File: src/rtl/adder_pkg.sv
// Shared constants for the bit-serial adder: FSM state encodings and a
// ceil-log2 helper used to size the bit counter.
package adder_pkg;

  localparam logic [1:0] ST_IDLE = 2'd0;
  localparam logic [1:0] ST_RUN  = 2'd1;
  localparam logic [1:0] ST_DONE = 2'd2;

  // ceil(log2(value)), never less than 1 so a counter always has one bit
  function automatic int clog2(input int value);
    int r;
    r = 0;
    while ((1 << r) < value) r++;
    return (r < 1) ? 1 : r;
  endfunction

endpackage

File: src/rtl/serial_add_sequencer_fa.sv
// One-bit full-adder cell, shared by every bit position of the serial add.
module FullAdder (
  input  logic A,
  input  logic B,
  input  logic C_in,
  output logic S,
  output logic C_out
);

  // purely combinational sum and carry
  assign S     = A ^ B ^ C_in;
  assign C_out = (A & B) | (C_in & (A ^ B));

endmodule

File: src/rtl/serial_add_sequencer.sv
// Bit-serial adder controller: one full-adder cell adds A+B+C_in one bit per
// clock, LSB first. Handshake: start is accepted only in IDLE or DONE (a start
// seen while busy is dropped); busy is high for the WIDTH RUN cycles; done is a
// one-cycle pulse in the DONE state, from which sum/c_out are valid and held.
module serial_add_sequencer
  import adder_pkg::*;
#(
  parameter int WIDTH = 4
) (
  input  logic             clk,
  input  logic             rst,
  input  logic             start,
  input  logic [WIDTH-1:0] a,
  input  logic [WIDTH-1:0] b,
  input  logic             c_in,
  output logic             busy,
  output logic             done,
  output logic [WIDTH-1:0] sum,
  output logic             c_out
);

  localparam int CW = clog2(WIDTH);
  localparam logic [CW-1:0] LAST_BIT = CW'(WIDTH - 1);

  // FSM state kept in a single named register so checkers can bind to it
  logic [1:0]       state;
  logic [WIDTH-1:0] a_sh;
  logic [WIDTH-1:0] b_sh;
  logic [WIDTH-1:0] s_sh;
  logic             carry;
  logic [CW-1:0]    count;
  logic             fa_s;
  logic             fa_co;
  logic [WIDTH-1:0] s_next;

  FullAdder u_fa (
    .A     (a_sh[0]),
    .B     (b_sh[0]),
    .C_in  (carry),
    .S     (fa_s),
    .C_out (fa_co)
  );

  // new sum bit enters at the MSB so after WIDTH shifts bit 0 is the first sum bit
  assign s_next = {fa_s, s_sh[WIDTH-1:1]};

  // status outputs decode directly from the state register
  assign busy = (state == ST_RUN);
  assign done = (state == ST_DONE);

  // FSM, shift registers, carry feedback, bit counter and result registers
  always_ff @(posedge clk) begin
    if (rst) begin
      state <= ST_IDLE;
      a_sh  <= '0;
      b_sh  <= '0;
      s_sh  <= '0;
      carry <= 1'b0;
      count <= '0;
      sum   <= '0;
      c_out <= 1'b0;
    end else begin
      case (state)
        ST_IDLE, ST_DONE: begin
          if (start) begin
            a_sh  <= a;
            b_sh  <= b;
            carry <= c_in;
            count <= '0;
            state <= ST_RUN;
          end else begin
            state <= ST_IDLE;
          end
        end
        ST_RUN: begin
          a_sh  <= a_sh >> 1;
          b_sh  <= b_sh >> 1;
          s_sh  <= s_next;
          carry <= fa_co;
          if (count == LAST_BIT) begin
            // last bit: publish the complete result, never a partial one
            sum   <= s_next;
            c_out <= fa_co;
            state <= ST_DONE;
          end else begin
            count <= count + CW'(1);
          end
        end
        default: state <= ST_IDLE;
      endcase
    end
  end

endmodule

File: config.mk
export PLATFORM = sky130hd
export DESIGN_NAME = serial_add_sequencer
export DESIGN_NICKNAME = d
export VERILOG_FILES = /design/src/rtl/adder_pkg.sv /design/src/rtl/serial_add_sequencer_fa.sv /design/src/rtl/serial_add_sequencer.sv
export SDC_FILE = /design/constraint.sdc
export NUM_CORES = 1
export LEC_CHECK = 0
export BUFFER_PORTS_ARGS = -buffer_cell sky130_fd_sc_hd__buf_4
export CORE_MARGIN = 10
export CORE_UTILIZATION = 46
export DETAILED_ROUTE_END_ITERATION = 8
export PLACE_DENSITY = 0.72
export SYNTH_ARGS = -nofsm -noshare
export SYNTH_HDL_FRONTEND = slang
export SYNTH_SLANG_ARGS = --single-unit
File: constraint.sdc
create_clock -name clk -period 1.09 [get_ports clk]
set_input_delay 0.218 -clock clk [delete_from_list [all_inputs] [get_ports clk]]
set_output_delay 0.218 -clock clk [all_outputs]
set_load 0.03 [all_outputs]
==> impl_metrics.toml, run 1 <==
[outcome]
status = "finished, violations left"
violations = "setup timing"

[sta]
worstMarginPinSlew_ns = 0.247
fin_ws_ns = -0.215
rsz0062_at_grt = "yes"
period_needed_ns = 1.30
slew_violations = 0
hold_viol = 0
max_slew_margin_pct = 83.5
finalCritPeriodShare_pct = 120
setup_viol = 8
max_freq_mhz = 767
hold_ws_ns = 0.159
skew_ns = 0.00975

[synth]
synth-xor-area-share_pct = 0
yosysMostFrequentCell = "nand2_1"
yosysUniqueCellTypes = 19
synth_area_um2 = 871
synth_top_area_share_pct = 48.3
async_flop_share_pct = 0
ys_ff_latch = 21
yosys.area_share.adder_pct = 3.74
synth_area_per_cell_um2 = 8.37
synth_edf_count = 0
synthMuxAreaShare_pct = 0
synth_area_leaders = "dfxtp_1, nand2_1, a311oi_1"
synth-compound-area-share_pct = 16.5
yosysWarnings = 0
synth_ff_type = "dfxtp_1"
yosysSeqAreaShare_pct = 48.3
yosys-top-cells-count = "nand2_1, dfxtp_1, a21oi_1, nor2_1"
synth_nets = 118
synthCells = 104
synth_top_area_cell = "dfxtp_1"
synth_top_family_by_area = "simple AND/OR/NAND/NOR gates"
synth_simple_gate_area_share_pct = 25.1

[drt]
final_antenna_net_count = 0
routedWlPerCell_um = 13.8
avgViaCountPerCell = 5.14
wirelength_um = 2080
dr.pass1.iters = 4
drc = 0
drt_iter0_markers = 12
vias = 771

[die]
die_h_um = 63.5
fp-row-count = 15
dieWidth_um = 63.5
ios = 19
dieArea_um2 = 4030
core_um2 = 1760
floorplan.initialDensity_pct = 49.4

[global_routing]
grt_first_pass_wirelength_um = 3420
grt_overflow = 0
grt_max_degree = 22
grt_usage_pct = 10.1
first_global_vias = 782
antenna_found_initial = 0

[clock_network]
ctsHtreeMaxLevel = 1
cts-root-buf = "clkbuf_4"
insertion_delay_ns = 0.31
cts_buffers = 3
cts_tree = "done"
clkSinkCount = 21
clk_path_buf_depth = 2
path_clk_slew_ns = 0.11

[cells_and_area]
layout-drive-gt1-share_pct = 38.4
areaGrowthSynthToFinish_pct = 31.5
nFillCells = 167
antennaDiodeCount = 0
postLayoutCoreUtil_pct = 64.9
nets = 140
design_area_um2 = 1140

[pwr]
peakVddDrop_v = 0.00101
leakagePower_nw = 0.454
power_density_nw_per_um2 = 1300

[worst_setup_path]
crit_arrival_ns = 1.09
required_ns = 0.87
critPathLaunchType = "flip-flop"
end_kind = "primary output"
reg2reg_from = "carry"
critPathKind = "reg2out"
critical_path.startpoint = "state[0]"
critical_path.max_fanout = 4

[worst_hold_path]
hp-class = "in2reg"
min_from = "a[3]"

[placed_design]
io_buffer_count = 18
dpl.hpwl_um = 1430
placed_area_um2 = 1040
gp_congestion = 0.781

[flow_run]
max_cap_violations = 0
placed cells by master (no fill, tap or decap), drive strengths merged:
| cell type | count |
|---|---|
| clkinv | 1 |
| a311oi | 7 |
| or3 | 1 |
| buf | 25 |
| nor2 | 9 |
| nand2 | 27 |
| and2b | 2 |
| clkbuf | 3 |
| inv | 1 |
| a21oi | 12 |
| nand3 | 7 |
| o21a | 1 |
| fa | 1 |
| nand3b | 2 |
| ha | 1 |
| nand2b | 2 |
| o211ai | 2 |
| dfxtp | 21 |
area by class of cell:
cell class | instances | area, um^2 | share of cell area, %
Clock inverter | 1 | 5.00 | 0.437
Tap cell | 25 | 31.3 | 2.73
Timing Repair Buffer | 25 | 211 | 18.5
Inverter | 1 | 3.75 | 0.328
Sequential cell | 21 | 428 | 37.4
Multi-Input combinational cell | 74 | 443 | 38.7
Clock buffer | 3 | 22.5 | 1.97
flip-flops by register name (all words and copies together) (netlist names):
register,cells
a_sh,4
b_sh,4
sum,4
s_sh,3
count,2
state,2
c_out,1
carry,1
report_power, final:
part	switching (mW)	internal, mW	total (mW)
registers	0.0302	0.812	0.843
logic	0.136	0.132	0.268
clock network	0.240	0.137	0.377
total	0.406	1.08	1.49
routing by layer:
metal | GRT usage, % | part of all wire [%]
met5 | 0 | 0
met4 | 4.10 | 1.5
met3 | 4.06 | 7.0
met2 | 16.6 | 49
met1 | 11.2 | 42
critical path, stage by stage, from the launching register on:
cell	delay, ns
dfxtp_2	0.36
buf_6	0.11
and2b_1	0.19
buf_6	0.13
logic make-up after synthesis:
group                    after synthesis
flip-flops                            21
buffers and inverters                  9
AND/OR/NAND/NOR                       50
AO/OA/AOI/OAI                         22
adder cells (fa/ha/maj)                2
repair_timing:
item | CTS | global route
hold buffers | 0 | 0
endpoints found under the setup margin | 14 | 23
pin swaps | 1 | 5
buffers inserted | 1 | 0
resized for setup | 8 | 14
per-stage QoR:
stage               total power, mW  cells  TNS [ns]  worst slack (ns)
floorplan                     0.995    104         0           0.00452
global placement               1.07    145  -0.00798          -0.00392
detailed placement             1.07    145    -0.253           -0.0582
CTS                            1.46    150    -0.649            -0.222
global route                   1.56    150     -1.37            -0.264
finish                         1.49    150    -0.626            -0.215
final timing paths:
path                            endpoint  slack [ns]  cells past startpoint
worst min register to register     c_out        0.46                      2
worst max register to register    sum[3]       -0.11                      3
worst min-delay path             a_sh[3]        0.16                      3
worst max-delay path                done       -0.21                      3
Note: power is estimated with default switching activity, not from simulation.
==> run 2, diff against run 1 <==
--- a/config.mk
+++ b/config.mk
@@ -7,9 +7,10 @@
 export LEC_CHECK = 0
 export BUFFER_PORTS_ARGS = -buffer_cell sky130_fd_sc_hd__buf_4
 export CORE_MARGIN = 10
-export CORE_UTILIZATION = 46
+export CORE_UTILIZATION = 55
 export DETAILED_ROUTE_END_ITERATION = 8
-export PLACE_DENSITY = 0.72
+export MAX_ROUTING_LAYER = met4
+export PLACE_DENSITY = 0.81
 export SYNTH_ARGS = -nofsm -noshare
 export SYNTH_HDL_FRONTEND = slang
 export SYNTH_SLANG_ARGS = --single-unit
==> constraint.sdc (replaced) <==
create_clock -name clk -period 1.51 [get_ports clk]
set_input_delay 0.302 -clock clk [delete_from_list [all_inputs] [get_ports clk]]
set_output_delay 0.302 -clock clk [all_outputs]
set_load 0.03 [all_outputs]
==> run 2 against run 1 <==
The run now ends clean. Worst setup slack better by 0.33 ns. Final cell count fell by 9.3%. Worst hold slack better by 0.082 ns. Sequential power is 28% lower. Clock skew down 0.0056 ns. Wire length shrank 12%. Combinational power down 47%. Register-to-register slack improved by 0.30 ns. Highest routed layer unchanged.
==> impl_metrics.toml, run 2 (synthesis results as in run 1) <==
[outcome]
status = "finished clean"

[drt]
vias = 749
drt_iter0_markers = 12
final_antenna_net_count = 0
drc = 0
avgViaCountPerCell = 5.51
dr.pass1.iters = 4
routedWlPerCell_um = 13.4
wirelength_um = 1830

[clock_network]
path_clk_slew_ns = 0.11
cts_tree = "done"
clk_path_buf_depth = 2
insertion_delay_ns = 0.30
cts-root-buf = "clkbuf_4"
cts_buffers = 3
cts_setup_buffers = 0
ctsHtreeMaxLevel = 1
clkSinkCount = 21
cts_hold_buf = 0

[placed_design]
dpl.cell_count = 132
pre_cts_slack_ns = 0.117
dpl.hpwl_um = 1410
gp_congestion = 0.799
io_buffer_count = 18

[cells_and_area]
final_cell_mix = "nand2_1, dfxtp_1, buf_4, a21oi_1, nor2_1"
antennaDiodeCount = 0
areaGrowthSynthToFinish_pct = 17.5
nets = 135
layout-drive-gt1-share_pct = 20.8
reg_top3 = "a_sh (4), b_sh (4), sum (4)"
layout_commonest_cell = "nand2_1"
layoutNonFillerInstCount = 136

[global_routing]
top_usage_layer = "met2"
use_met3_pct = 2.97
antenna_found_initial = 0
gr-usage-met1_pct = 12.8
grt_overflow = 0
first_global_vias = 747
grt_first_pass_wirelength_um = 3140
grt_use_met2_pct = 18.2
grt_max_degree = 22
grt_usage_pct = 11.3

[die]
die_h_um = 59.8
dieWidth_um = 59.8
core_um2 = 1510
fp-row-count = 14
floorplan.initialDensity_pct = 57.8
ios = 19
dieArea_um2 = 3570

[sta]
worstMarginPinSlew_ns = 0.429
finalCritPeriodShare_pct = 92.6
fin_ws_ns = 0.112
max_slew_margin_pct = 71.4
setup_viol = 0
slew_violations = 0
finalSetupTns_ns = 0
skew_ns = 0.00411
hold_viol = 0
period_needed_ns = 1.40
max_freq_mhz = 715
rsz0062_at_grt = "no"

[worst_setup_path]
critPathKind = "reg2out"
critPathLaunchType = "flip-flop"
reg2reg_slack_ns = 0.19
required_ns = 1.21
end_kind = "primary output"
critical-path-slowest-cell = "dfxtp_1"
path_cells = "and2b_1, buf_4"
worstRegToRegCells = 3
crit_arrival_ns = 1.10
slowest_delay_ns = 0.44
critical_path.max_fanout = 5

[flow_run]
max_cap_violations = 0

[worst_hold_path]
min_path_cells = 3
hp-class = "in2reg"

[pwr]
peakVddDrop_v = 0.000532
leakagePower_nw = 0.416
power_density_nw_per_um2 = 987
==> run 2: cell count changes in the layout (fill, tap and decap cells not counted), moves of 2 or more <==
| cell | change |
|---|---|
| dfxtp_1 | +6 |
| dfxtp_2 | -6 |
| buf_6 | -3 |
| a21oi_1 | +2 |
| a21oi_2 | -2 |
| a311oi_1 | +2 |
| a311oi_2 | -2 |
==> run 2: timing repair <==
action,in CTS,in global routing
resized for setup,1,1
setup endpoints to repair,1,1
cloned,0,0
hold endpoints to repair,0,0
pin swaps,0,0
==> run 2: metal layers <==
| metal | part of all wire [%] | vias to the layer above |
|---|---|---|
| met3 | 3.9 | 4 |
| met2 | 50 | 17 |
| met1 | 45 | 340 |
| met4 | 1.2 | 0 |
| met5 | 0 | - |
| li1 | - | 388 |
==> run 2: where the power goes <==
group | leakage (nW) | internal [mW] | switching (mW) | total (mW)
Sequential | 0.172 | 0.584 | 0.0215 | 0.606
Combinational | 0.229 | 0.0641 | 0.0788 | 0.143
Clock | 0.0150 | 0.103 | 0.159 | 0.262
==> run 2: metrics by stage <==
stage                     hold WS [ns]  power (mW)  instance area, um^2  util, %
after floorplan                  0.374       0.719                  871        -
after global placement           0.446       0.753                  990     65.7
after detailed placement         0.457       0.760                  990     65.7
after CTS                        0.238        1.02                 1020     67.6
after global routing             0.255        1.07                 1020     67.9
final                            0.241        1.01                 1020     67.9
==> run 2: final timing paths <==
| path | start | end |
|---|---|---|
| worst max register to register | state[0] | a_sh[1] |
| worst max-delay path | state[0] | done |
| worst min-delay path | b[3] | b_sh[3] |
| worst min register to register | sum[1] | sum[1] |
==> run 2: critical path, delay by kind of cell (launching register included) <==
kind / cells / cell delay (ns)
simple gates: 1 / 0.21
buf+inv: 1 / 0.16
flops: 1 / 0.44
==> run 2: final cells by class <==
cell class | instances | area, um^2
tap | 16 | 20.0
multi-input combinational | 74 | 403
timing repair buffer | 20 | 150
clock buffer | 4 | 26.3
fill | 147 | 483
inverter | 1 | 3.75
sequential | 21 | 420
==> run 3, diff against run 2 <==
--- a/config.mk
+++ b/config.mk
@@ -8,6 +8,7 @@
 export BUFFER_PORTS_ARGS = -buffer_cell sky130_fd_sc_hd__buf_4
 export CORE_MARGIN = 10
 export CORE_UTILIZATION = 55
+export CTS_BUF_LIST = sky130_fd_sc_hd__clkbuf_4 sky130_fd_sc_hd__clkbuf_8
 export DETAILED_ROUTE_END_ITERATION = 8
 export MAX_ROUTING_LAYER = met4
 export PLACE_DENSITY = 0.81
==> run 3 against run 2 <==
Global-route usage stayed put. Critical path depth stayed put. Clock power is 7% higher. Combinational power hardly changed. Critical path type unchanged. Via count is 0.40% lower.
==> impl_metrics.toml, run 3 (synthesis results as in run 1) <==
[clock_network]
cts_buffers = 3
cts_tree = "done"
cts_setup_buffers = 0
path_clk_slew_ns = 0.11
clk_path_buf_depth = 2
cts_hold_buf = 0
cts-root-buf = "clkbuf_4"
ctsHtreeMaxLevel = 1
clkSinkCount = 21
insertion_delay_ns = 0.30

[global_routing]
grt_overflow = 0
first_global_vias = 747
antenna_found_initial = 0
grt_max_degree = 22
grt_first_pass_wirelength_um = 3140
grt_usage_pct = 11.3

[drt]
routedWlPerCell_um = 13.4
dr.pass1.iters = 4
drc = 0
final_antenna_net_count = 0
vias = 746
wirelength_um = 1830
avgViaCountPerCell = 5.49
drt_iter0_markers = 9

[cells_and_area]
design_area_um2 = 1030
final_cell_mix = "nand2_1, dfxtp_1, buf_4, a21oi_1, nor2_1"
layout-drive-gt1-share_pct = 21.7
nets = 135
antennaDiodeCount = 0
reg_top3 = "a_sh (4), b_sh (4), sum (4)"
areaGrowthSynthToFinish_pct = 18.0
layout_commonest_cell = "nand2_1"

[worst_hold_path]
hp-class = "in2reg"
min_path_cells = 3
min_from = "b[3]"
whs_endpoint = "b_sh[3]"

[die]
fp-row-count = 14
core_um2 = 1510
ios = 19
dieArea_um2 = 3570
die_h_um = 59.8
floorplan.initialDensity_pct = 57.8
dieWidth_um = 59.8

[sta]
hold_viol = 0
rsz0062_at_grt = "no"
max_slew_margin_pct = 71.5
finalSetupTns_ns = 0
finalCritPeriodShare_pct = 92.6
max_freq_mhz = 715
hold_ws_ns = 0.241
worstMarginPinSlew_ns = 0.428
setup_viol = 0
skew_ns = 0.00462
slew_violations = 0
period_needed_ns = 1.40

[pwr]
switching_share_pct = 25.2
power_frac_seq_pct = 58.9
leakagePower_nw = 0.419
power.share.clock_pct = 27.2
power_density_nw_per_um2 = 1000
p_sw_mw = 0.260
internal_power_mw = 0.769
combPwrFrac_pct = 13.9
peakVddDrop_v = 0.000535

[flow_run]
max_cap_violations = 0

[worst_setup_path]
worstRegToRegCells = 3
r2r-end = "a_sh[1]"
end_kind = "primary output"
crit_arrival_ns = 1.10
reg2reg_slack_ns = 0.18
critPathLaunchType = "flip-flop"
critical_path.max_fanout = 5
critPathKind = "reg2out"
reg2reg_from = "state[0]"
required_ns = 1.21

[placed_design]
dpl.hpwl_um = 1410
gp_congestion = 0.799
io_buffer_count = 18
placed_area_um2 = 990

[outcome]
status = "finished clean"
[run 3: cell counts in the layout (fill, tap and decap cells not counted)]
No cell type changed its count.
[run 3: worst max-delay path, stage by stage (launching register included)]
cell and delay (ns):
dfxtp_1 0.44, and2b_1 0.21, buf_4 0.16
[run 3: layout make-up]
| type | instances | area (um^2) |
|---|---|---|
| multi-input cells | 74 | 403 |
| inverters | 1 | 3.75 |
| repair buffers | 20 | 150 |
| flip-flops and latches | 21 | 420 |
| clock buffers | 4 | 30.0 |
| fillers | 145 | 479 |
| well taps | 16 | 20.0 |
[run 3: per-stage QoR]
stage | power (mW) | cells | util (%) | setup WS [ns]
6_report | 1.03 | 136 | 68.2 | 0.112
5_1_grt | 1.09 | 136 | 68.2 | 0.0145
4_1_cts | 1.04 | 136 | 67.9 | 0.0367
3_5_place_dp | 0.760 | 132 | 65.7 | 0.117
3_3_place_gp | 0.753 | 132 | 65.7 | 0.138
2_1_floorplan | 0.719 | 104 | - | 0.425
[run 3: what timing repair did]
action | CTS | global route
setup endpoints to repair | 1 | 1
resized for setup | 1 | 1
gates cloned | 0 | 0
[run 3: power by group through the flow]
| stage | Combinational (mW) | Sequential [mW] | Clock [mW] |
|---|---|---|---|
| 6_report | 0.143 | 0.606 | 0.280 |
| 5_1_grt | 0.162 | 0.610 | 0.316 |
| 4_1_cts | 0.144 | 0.605 | 0.287 |
| 3_5_place_dp | 0.142 | 0.617 | 0 |
| 3_3_place_gp | 0.138 | 0.615 | 0 |
| 2_1_floorplan | 0.106 | 0.612 | 0 |
[run 3: per-layer routing]
metal	GRT usage, %	share of wire (%)
met5	-	0
met4	4.81	1.2
met3	2.97	3.6
met2	18.2	50
met1	12.8	45
[run 3: how the worst max path moves through the flow]
stage | from | end | slack, ns | cells past startpoint
2_1_floorplan | carry | sum[3] | 0.42 | 3
3_3_place_gp | state[1] | b_sh[2] | 0.14 | 4
3_5_place_dp | state[1] | carry | 0.12 | 4
4_1_cts | state[1] | busy | 0.04 | 3
5_1_grt | state[0] | carry | 0.01 | 3
6_report | state[0] | done | 0.11 | 2
